`config.mk`:
```
export PLATFORM = sky130hd
export DESIGN_NAME = instr_fetch_unit
export DESIGN_NICKNAME = d
export VERILOG_FILES = /design/src/rtl/instr_fetch_unit.sv
export SDC_FILE = /design/constraint.sdc
export NUM_CORES = 1
export LEC_CHECK = 0
export ABC_AREA = 1
export ABC_CLOCK_PERIOD_IN_PS = 3300
export BUFFER_PORTS_ARGS = -buffer_cell sky130_fd_sc_hd__buf_2
export CORE_MARGIN = 5
export CORE_UTILIZATION = 58
export CTS_CLUSTER_DIAMETER = 100
export DETAILED_ROUTE_END_ITERATION = 6
export PLACE_DENSITY = 0.85
export SYNTH_ARGS = -nofsm -noshare
export SYNTH_HDL_FRONTEND = slang
export SYNTH_SLANG_ARGS = --single-unit
```
`constraint.sdc`:
```
create_clock -name clock -period 3.3 [get_ports clock]
set_input_delay 0.33 -clock clock [delete_from_list [all_inputs] [get_ports clock]]
set_output_delay 0.33 -clock clock [all_outputs]
set_load 0.05 [all_outputs]
```
`src/rtl/instr_fetch_unit.sv`:
```
// rtl/instr_fetch_unit.sv - PC sequencing, imem request issue and 2-entry fetch queue for decode
module instr_fetch_unit #(
  parameter int                ADDR_W   = 12,
  parameter logic [ADDR_W-1:0] RESET_PC = '0
) (
  input  logic              clock,
  input  logic              reset,
  input  logic              run,
  output logic [ADDR_W-1:0] imem_addr,
  input  logic [31:0]       imem_q,
  output logic              out_valid,
  input  logic              out_ready,
  output logic [31:0]       out_instr,
  output logic [ADDR_W-1:0] out_pc,
  output logic [ADDR_W-1:0] out_pc_plus1,
  output logic [4:0]        opcode,
  input  logic              redirect,
  input  logic [ADDR_W-1:0] redirect_pc
);

  localparam logic [0:0] IDLE = 1'b0;
  localparam logic [0:0] RUN  = 1'b1;

  logic [0:0]        state_q, state_n;
  logic [ADDR_W-1:0] pc_q;
  logic [ADDR_W-1:0] req_pc;
  logic              req_vld;

  logic              hd_vld, tl_vld;
  logic [31:0]       hd_instr, tl_instr;
  logic [ADDR_W-1:0] hd_pc, tl_pc;

  logic              hd_vld_n, tl_vld_n;
  logic [31:0]       hd_instr_n, tl_instr_n;
  logic [ADDR_W-1:0] hd_pc_n, tl_pc_n;

  logic              pop;
  logic [1:0]        occ_after;
  logic              issue;

  assign pop = hd_vld & out_ready;

  // Slots committed after this edge: held entries minus the pop plus the word in flight.
  assign occ_after = {1'b0, hd_vld} + {1'b0, tl_vld} - {1'b0, pop} + {1'b0, req_vld};
  assign issue     = (state_q == RUN) & run & (occ_after <= 2'd1) & ~redirect;

  always_comb begin
    state_n = state_q;
    case (state_q)
      IDLE:    if (run)  state_n = RUN;
      RUN:     if (!run) state_n = IDLE;
      default: state_n = IDLE;
    endcase
  end

  always_comb begin
    hd_vld_n   = hd_vld;
    hd_instr_n = hd_instr;
    hd_pc_n    = hd_pc;
    tl_vld_n   = tl_vld;
    tl_instr_n = tl_instr;
    tl_pc_n    = tl_pc;
    if (pop) begin
      hd_vld_n   = tl_vld;
      hd_instr_n = tl_instr;
      hd_pc_n    = tl_pc;
      tl_vld_n   = 1'b0;
    end
    if (req_vld) begin
      if (!hd_vld_n) begin
        hd_vld_n   = 1'b1;
        hd_instr_n = imem_q;
        hd_pc_n    = req_pc;
      end else begin
        tl_vld_n   = 1'b1;
        tl_instr_n = imem_q;
        tl_pc_n    = req_pc;
      end
    end
    if (redirect) begin
      hd_vld_n = 1'b0;
      tl_vld_n = 1'b0;
    end
  end

  always_ff @(posedge clock or negedge reset) begin
    if (!reset) begin
      state_q  <= IDLE;
      pc_q     <= RESET_PC;
      req_pc   <= '0;
      req_vld  <= 1'b0;
      hd_vld   <= 1'b0;
      hd_instr <= '0;
      hd_pc    <= '0;
      tl_vld   <= 1'b0;
      tl_instr <= '0;
      tl_pc    <= '0;
    end else begin
      state_q  <= state_n;
      hd_vld   <= hd_vld_n;
      hd_instr <= hd_instr_n;
      hd_pc    <= hd_pc_n;
      tl_vld   <= tl_vld_n;
      tl_instr <= tl_instr_n;
      tl_pc    <= tl_pc_n;
      if (redirect) begin
        pc_q    <= redirect_pc;
        req_vld <= 1'b0;
      end else if (issue) begin
        pc_q    <= pc_q + ADDR_W'(1);
        req_pc  <= pc_q;
        req_vld <= 1'b1;
      end else begin
        req_vld <= 1'b0;
      end
    end
  end

  assign imem_addr    = pc_q;
  assign out_valid    = hd_vld;
  assign out_instr    = hd_instr;
  assign out_pc       = hd_pc;
  assign out_pc_plus1 = hd_pc + ADDR_W'(1);
  assign opcode       = hd_instr[31:27];

endmodule
```
==> results of run 1 <==
-- layer usage --
layer / vias to the layer above / share of wire (%) / global-route usage [%] / wire [um]
met2: 180 / 51 / 40.5 / 6520
met4: 0 / 1.5 / 8.05 / 199
li1: 2154 / - / - / -
met5: - / 0 / 0 / 0
met3: 27 / 6.6 / 5.89 / 857
met1: 2182 / 41 / 30.4 / 5330
-- synth_stat cells --
library cell,number,area [um2]
nand3_4,1,17.5
nor2_1,50,188
a21oi_1,3,15.0
nand4_1,5,31.3
ha_1,4,50.1
nand3b_1,2,15.0
nor3_1,1,5.00
nand3_1,24,120
xnor2_1,1,8.76
o21ai_0,26,130
dfrtp_1,116,2900
nor2_8,1,20.0
nand2_1,186,698
or2_2,1,6.26
o211ai_1,3,22.5
nand3_2,2,20.0
buf_2,12,60.1
mux2_2,32,360
xor2_1,12,105
a31oi_1,37,231
buf_6,6,67.6
nand2_2,2,12.5
o21ai_1,2,10.0
inv_2,1,3.75
clkinv_1,1,3.75
clkbuf_1,8,30.0
buf_4,7,52.6
o21ai_2,7,61.3
inv_1,36,135
-- area by class of cell --
class | instances | area share [%]
repair buffers | 131 | 10.3
well taps | 111 | 2.08
clock buffers | 22 | 7.09
inverters | 38 | 2.14
multi-input cells | 402 | 31.9
clock inverters | 9 | 2.96
flip-flops and latches | 116 | 43.5
-- sequential cells by signal, summed over array words and instances, names as in the netlist --
name / cells
out_valid: 1
tl_vld: 1
out_pc: 12
tl_pc: 12
out_instr: 32
state_q: 1
req_vld: 1
req_pc: 12
tl_instr: 32
imem_addr: 12
-- worst max path at each step --
stage	cells after the start	slack [ps]	startpoint	to
after floorplan	13	720	out_valid	req_pc[0]
after global placement	11	1140	out_valid	req_pc[1]
after detailed placement	12	1010	out_valid	imem_addr[3]
after CTS	8	740	out_pc[1]	out_pc_plus1[10]
after global routing	9	570	out_pc[1]	out_pc_plus1[10]
final	8	740	out_pc[0]	out_pc_plus1[10]
-- critical path, cell delays in order (launching register included) --
cell,delay [ps]
dfrtp_1,410
ha_1,210
nand2_1,80
nor2_1,160
nand3_1,160
nor2_1,220
nand4_1,120
nand2_1,90
buf_2,260
-- stage by stage --
stage          total power, W  utilization (%)
3_3_place_gp          0.00327             65.3
4_1_cts               0.00540             72.9
6_report              0.00537             72.9
2_1_floorplan         0.00294                -
5_1_grt               0.00559             72.9
3_5_place_dp          0.00331             65.3
-- power by group --
part | internal, W | switching [W]
sequential | 0.00165 | 0.000177
combinational | 0.000354 | 0.00113
clock | 0.00145 | 0.000608
-- kinds of logic (layout without fill, tap and decap cells) --
kind of cell | Yosys count | in the layout | share of synthesized area, %
AOI/OAI and AO/OA | 78 | 78 | 8.74
muxes | 32 | 32 | 6.69
xor gates and xnor gates | 13 | 13 | 2.11
adders and majority gates | 4 | 4 | 0.930
DFF | 116 | 116 | 53.9
buffers and inverters | 71 | 200 | 6.55
and+or+nand+nor | 275 | 275 | 21.1
-- repair_timing --
action                     in CTS  in global routing
hold buffers                    2                  0
setup endpoints to repair       0                  0
hold endpoints to repair       41                  0
==> impl_metrics.ini, run 1 <==
[run_status]
outcome = complete, no violations

[clocking]
cts_tree = built
cts_root_buf = clkbuf_8
numClockSinks = 116
clk_pin_slew_ps = 60
cts_buffer_depth = 2
post-cts-setup-buffers = 0
htree_levels = 4
clkLatencyLatePin_ps = 510
cts_made_buffers = 17
ctsResizeCount = 0

[floorplan]
rows = 35
dieArea_mm2 = 0.0113
io-pin-count = 123
initial_core_util_pct = 58.8
die_w_um = 106
core_area_mm2 = 0.00915
die_height_um = 106

[critical_path]
r2r_end = imem_addr[3]
cp.arrival_ps = 2230
crit_fanout = 4
reg2reg_depth = 12
critPathRequiredTime_ps = 2970
rrSetupSlack_ps = 1020
end_kind = primary output
worstSetupPathType = reg -> out
r2r-start = out_valid
cp-start-kind = flop

[final_layout]
multiInputGateArea_mm2 = 0.00213
regArea_mm2 = 0.00290
fill_cells = 602
layout.cells.non_filler = 829
final_net_count = 759
syn_to_final_growth_pct = 23.9
final_cell_mix = 185 x nand2_1, 121 x buf_2, 116 x dfrtp_1
final_common_cell = nand2_1
drive_above_1_share_pct = 28.8
fin_area_mm2 = 0.00667
insertedDiodeCount = 0

[placed_design]
post-place-cells = 796
pre_cts_ws_ps = 1010
place.port_buffers = 122
dpl.hpwl_mm = 8.34
placed_cell_area_mm2 = 0.00598
globalplace.congestion = 0.818

[timing]
slew_violations = 0
clock_skew_ps = 9.19
max_slew_margin_pct = 42.9
fin_ws_ps = 739
setup_tns_ps = 0
setup_violations = 0
timing.hold.ws_ps = 41.6
timing.fmax_mhz = 391
period_minus_slack_ps = 2560
tightest_slew_ps = 854
period_share_pct = 77.6
hold_viol_final = 0
rsz0062_at_grt = no

[hold_path]
min_to = imem_addr[10]
hold_path_class = in -> reg
holdPathStages = 3
hp-start = redirect_pc[10]

[synth]
syn_nets = 642
ys_ff_latch = 116
synth_warnings = 0
ys_seq_area_share_pct = 53.9
synth_cell_types = 29
synth_area_per_cell_um2 = 9.14
synthCells = 589
synth_area_mm2 = 0.00538

[route]
final_antenna_net_count = 0
routed_wl_mm = 12.9
vias_per_cell = 5.48
drt_first_iter_violations = 323
num_vias = 4543
wl_per_cell_um = 15.6
first_pass_iters = 5
drc = 0

[global_route]
grt_pass1_wl_mm = 21.8
grt_pass1_vias = 4562
overflow = 0
grt_max_degree = 50
grt.total_usage_pct = 24.1
antenna_found_initial = 0

[power]
irDropWorstVdd_v = 0.000441
power.leakage_nw = 3.45
powerDensity_mw_per_mm2 = 805

[flow_run]
drv_cap = 0
No activity file was read; power rests on OpenSTA's default activity.
==> run 2: changes to the inputs <==
ABC_CLOCK_PERIOD_IN_PS = 2400   (was 3300)
CORE_UTILIZATION = 54   (was 58)
PLACE_DENSITY = 0.8   (was 0.85)
clock period = 2.4 ns   (was 3.3 ns; I/O delays follow)
==> run 2 against run 1 <==
Net effect: sequential cell count unchanged; die area is 6.7% higher; critical path depth is 1 lower; wire length rose by 3.1%; register-to-register slack worse by 730 ps; sequential share of layout area down 2.5 points; combinational power increased by 43%; critical path type unchanged; total power increased by 31%; final cell count rose by 7.5%; via count increased by 3.9%; sequential power is 38% higher.
==> impl_metrics.ini, run 2 (synthesized netlist as in run 1, its figures left out) <==
[run_status]
outcome = complete, no violations

[placed_design]
pre_cts_ws_ps = 137
dpl.hpwl_mm = 8.40
place.port_buffers = 122
globalplace.congestion = 0.823
post-place-cells = 818

[global_route]
grt_max_degree = 66
grt_pass1_wl_mm = 21.7
grt.total_usage_pct = 23.0
overflow = 0
antenna_found_initial = 0
grt_pass1_vias = 4655

[route]
final_antenna_net_count = 0
vias_per_cell = 5.30
drc = 0
wl_per_cell_um = 14.9
drt_first_iter_violations = 336
num_vias = 4722
first_pass_iters = 5
routed_wl_mm = 13.3

[timing]
setup_violations = 0
timing.fmax_mhz = 443
setup_tns_ps = 0
clock_skew_ps = 8.93
tightest_slew_ps = 503
rsz0062_at_grt = no
fin_ws_ps = 144
max_slew_margin_pct = 66.4
slew_violations = 0
period_minus_slack_ps = 2260
period_share_pct = 94.0
hold_viol_final = 0

[final_layout]
syn_to_final_growth_pct = 31.6
regArea_mm2 = 0.00290
final_common_cell = nand2_1
multiInputGateArea_mm2 = 0.00219
fill_cells = 668
final_cell_mix = 185 x nand2_1, 120 x buf_2, 115 x dfrtp_1
insertedDiodeCount = 0
layout.cells.non_filler = 891
drive_above_1_share_pct = 28.6
final_core_util_pct = 72.8
final_net_count = 798

[critical_path]
cp.arrival_ps = 2020
crit_path_max_incr_delay_ps = 390
cp_top_family = simple AND/OR/NAND/NOR gates
crit_start = out_pc[0]
cp_num_buf_inv = 1
critPathRequiredTime_ps = 2160
path_cells = ha_1 > nand2_1 > nor2_2 > nand3_2 > nor2_4 > xor2_2 > buf_2
critPathSlowestCell = dfrtp_1
r2r-start = out_valid
worstSetupPathType = reg -> out
end_kind = primary output
cp-start-kind = flop
crit_fanout = 4

[floorplan]
initial_core_util_pct = 55.3
dieArea_mm2 = 0.0121
core_area_mm2 = 0.00973
die_w_um = 110
rows = 36
die_height_um = 110
io-pin-count = 123

[power]
powerDensity_mw_per_mm2 = 991
power.internal_w = 0.00437
clkPwrFrac_pct = 33.9
irDropWorstVdd_v = 0.000612
p_switching_w = 0.00266
pwr-share-seq_pct = 35.8
comb_power_share_pct = 30.2
power.leakage_nw = 3.59
swShare_pct = 37.8

[clocking]
cts_root_buf = clkbuf_8
numClockSinks = 116
htree_levels = 4
cts_buffer_depth = 2
cts_made_buffers = 17
clkLatencyLatePin_ps = 510
clk_pin_slew_ps = 50
cts_tree = built

[hold_path]
hold_path_class = in -> reg
hp-start = imem_q[25]

[flow_run]
drv_cap = 0
==> run 2: changes by cell type in the layout (fill, tap and decap cells not counted), sizes merged <==
cell	previous run	this run
dlygate4sd3	2	39
bufinv	6	2
clkinv	3	7
clkinvlp	1	2
buf	129	130
nor2	51	52
==> run 2: what timing repair did <==
item,CTS,global route
pin swaps,0,2
hold buffers,39,0
gates resized for setup,2,3
gates cloned,0,1
setup buffers,0,1
endpoints found under the hold margin,86,0
endpoints found under the setup margin,2,20
==> run 2: stage by stage <==
step | hold slack, ps | power (W) | instance area [um2]
floorplan | -55.6 | 0.00406 | 5420
global placement | 223 | 0.00453 | 6080
detailed placement | 232 | 0.00459 | 6080
CTS | 1.90 | 0.00703 | 7040
global route | 5.32 | 0.00732 | 7080
finish | 20.3 | 0.00702 | 7080
==> run 2: area by class of cell <==
cell class / instances / share of cell area (%)
sequential: 116 / 41.0
multi-input combinational: 403 / 30.9
tap: 133 / 2.35
inverter: 38 / 2.01
clock inverter: 10 / 1.48
clock buffer: 22 / 6.53
timing repair buffer: 169 / 15.8
==> run 2: worst paths after layout <==
kind	to	cells past startpoint	slack, ps
min reg2reg	tl_pc[1]	2	480
min	tl_instr[25]	2	20
max	out_pc_plus1[8]	7	140
max in group asynchronous	tl_pc[11]	3	1480
min in group asynchronous	out_instr[19]	2	240
max reg2reg	req_pc[1]	11	290
==> run 2: power groups by stage <==
| stage | logic [W] | clock network (W) | registers (W) |
|---|---|---|---|
| finish | 0.00212 | 0.00238 | 0.00252 |
| global route | 0.00225 | 0.00251 | 0.00256 |
| CTS | 0.00212 | 0.00241 | 0.00251 |
| detailed placement | 0.00205 | 0 | 0.00253 |
| global placement | 0.00201 | 0 | 0.00251 |
| floorplan | 0.000863 | 0 | 0.00319 |
==> run 2: per-layer routing <==
metal	up-vias	GRT usage [%]	wire length [um]
met2	197	39.6	6630
li1	2234	-	-
met3	19	5.75	1010
met1	2272	28.3	5470
met4	0	7.75	204
met5	-	0	0
==> run 3: changes to the inputs <==
CORE_UTILIZATION = 56   (was 54)
CTS_BUF_LIST = sky130_fd_sc_hd__clkbuf_8   (was default)
PLACE_DENSITY = 0.82   (was 0.8)
==> run 3 against run 2 <==
Net effect: final cell count down 4.6%; first-iteration DRC count is 12% lower; clock skew is 0.90 ps higher; total power shrank 6.8%; sequential power about the same; sequential cell count unchanged; register-to-register slack lost 30 ps; wire length decreased by 5.9%; worst hold slack better by 17 ps; utilization down 2.1 points.
==> impl_metrics.ini, run 3 (synthesized netlist as in run 1, its figures left out) <==
[timing]
slew_violations = 0
period_minus_slack_ps = 2240
fin_ws_ps = 164
setup_violations = 0
period_share_pct = 93.2
timing.fmax_mhz = 447
max_slew_margin_pct = 55.3
clock_skew_ps = 9.83
hold_viol_final = 0
rsz0062_at_grt = no
tightest_slew_ps = 669
setup_tns_ps = 0
timing.hold.ws_ps = 37.2

[placed_design]
pre_cts_ws_ps = 136
place.port_buffers = 122
dpl.hpwl_mm = 8.56
globalplace.congestion = 0.810

[critical_path]
end_kind = primary output
critPathRequiredTime_ps = 2160
reg2reg_depth = 12
cp.arrival_ps = 2000
crit_path_max_incr_delay_ps = 400
crit_fanout = 4
cp-start-kind = flop
critPathSlowestCell = dfrtp_1
cp_common_cell = nand2_1
worstSetupPathType = reg -> out
path_cells = ha_1 > nand2_1 > nor2_2 > nand3_2 > nor2_4 > nand3_1 > nand2_1 > nand2_1 > clkbuf_4

[route]
wl_per_cell_um = 14.7
drc = 0
first_pass_iters = 5
drt_first_iter_violations = 297
final_antenna_net_count = 0
num_vias = 4497
vias_per_cell = 5.29
routed_wl_mm = 12.5

[power]
power.leakage_nw = 3.39
irDropWorstVdd_v = 0.000437
powerDensity_mw_per_mm2 = 993

[clocking]
clk_pin_slew_ps = 60
cts_buffer_depth = 2
cts_tree = built
numClockSinks = 116
htree_levels = 4
clkLatencyLatePin_ps = 420
cts_root_buf = clkbuf_8
cts_made_buffers = 17

[final_layout]
final_core_util_pct = 70.7
final_net_count = 762
insertedDiodeCount = 0
syn_to_final_growth_pct = 22.5
drive_above_1_share_pct = 30.2
final_common_cell = nand2_1
final_cell_mix = 185 x nand2_1, 119 x buf_2, 115 x dfrtp_1

[global_route]
grt.total_usage_pct = 22.5
grt_pass1_vias = 4471
overflow = 0
antenna_found_initial = 0
grt_max_degree = 47
grt_pass1_wl_mm = 20.9

[run_status]
outcome = complete, no violations

[floorplan]
die_w_um = 108
io-pin-count = 123
dieArea_mm2 = 0.0117
die_height_um = 108
rows = 35
core_area_mm2 = 0.00933
initial_core_util_pct = 57.7

[hold_path]
holdPathStages = 3
hold_path_class = in -> reg

[flow_run]
drv_cap = 0
[run 3: changes by cell type in the layout (fill, tap and decap cells not counted)]
| cell | change |
|---|---|
| bufinv_16 | +2 |
| clkbuf_4 | +2 |
| buf_2 | -1 |
| dlygate4sd3_1 | -37 |
| inv_1 | +1 |
| clkbuf_8 | +17 |
| clkbuf_16 | -16 |
| clkinv_2 | -3 |
| clkbuf_1 | -2 |
[run 3: final cells by class]
class | count | area, um2
Clock buffer | 21 | 289
Multi-Input combinational cell | 403 | 2190
Tap cell | 129 | 161
Fill cell | 698 | 2730
Timing Repair Buffer | 133 | 756
Sequential cell | 116 | 2900
Inverter | 38 | 143
Clock inverter | 10 | 154
[run 3: repair_timing]
item | 4_1_cts | 5_1_grt
hold buffers | 2 | 0
endpoints found under the hold margin | 43 | 0
setup buffers | 0 | 1
gates resized for setup | 1 | 5
endpoints found under the setup margin | 1 | 16
pin swaps | 0 | 2
cloned | 0 | 1
[run 3: layer usage]
metal	GRT usage, %	share of wire (%)	vias to the layer above
li1	-	-	2160
met1	29.5	44	2159
met2	37.1	49	165
met3	5.91	6.6	13
met4	6.31	0.99	0
met5	0	0	-
[run 3: final timing paths]
kind	from	endpoint	slack [ps]
hold / removal	redirect_pc[0]	imem_addr[0]	40
setup reg to reg	out_valid	req_pc[3]	260
max in group asynchronous	reset	out_valid	1220
min in group asynchronous	reset	out_instr[18]	360
setup / recovery	out_pc[0]	out_pc_plus1[10]	160
hold reg to reg	tl_pc[9]	tl_pc[9]	490
[run 3: per-stage QoR]
step | instance area [um2] | power [W] | instances
after floorplan | 5420 | 0.00406 | 589
after global placement | 6080 | 0.00453 | 815
after detailed placement | 6080 | 0.00459 | 815
after CTS | 6550 | 0.00656 | 848
after global routing | 6590 | 0.00685 | 850
final | 6590 | 0.00655 | 850
[run 3: report_power, final]
group	leakage, nW	total [W]	switching [W]	internal [W]
Sequential	1.46	0.00251	0.000240	0.00227
Clock	0.225	0.00197	0.000744	0.00123
Combinational	1.70	0.00207	0.00155	0.000512
[run 3: worst max-delay path, delay by kind of cell (launching register included)]
kind | cells | cell delay (ps)
flops | 1 | 400
fa+ha+maj | 1 | 210
simple gates | 7 | 760
buf+inv | 1 | 210
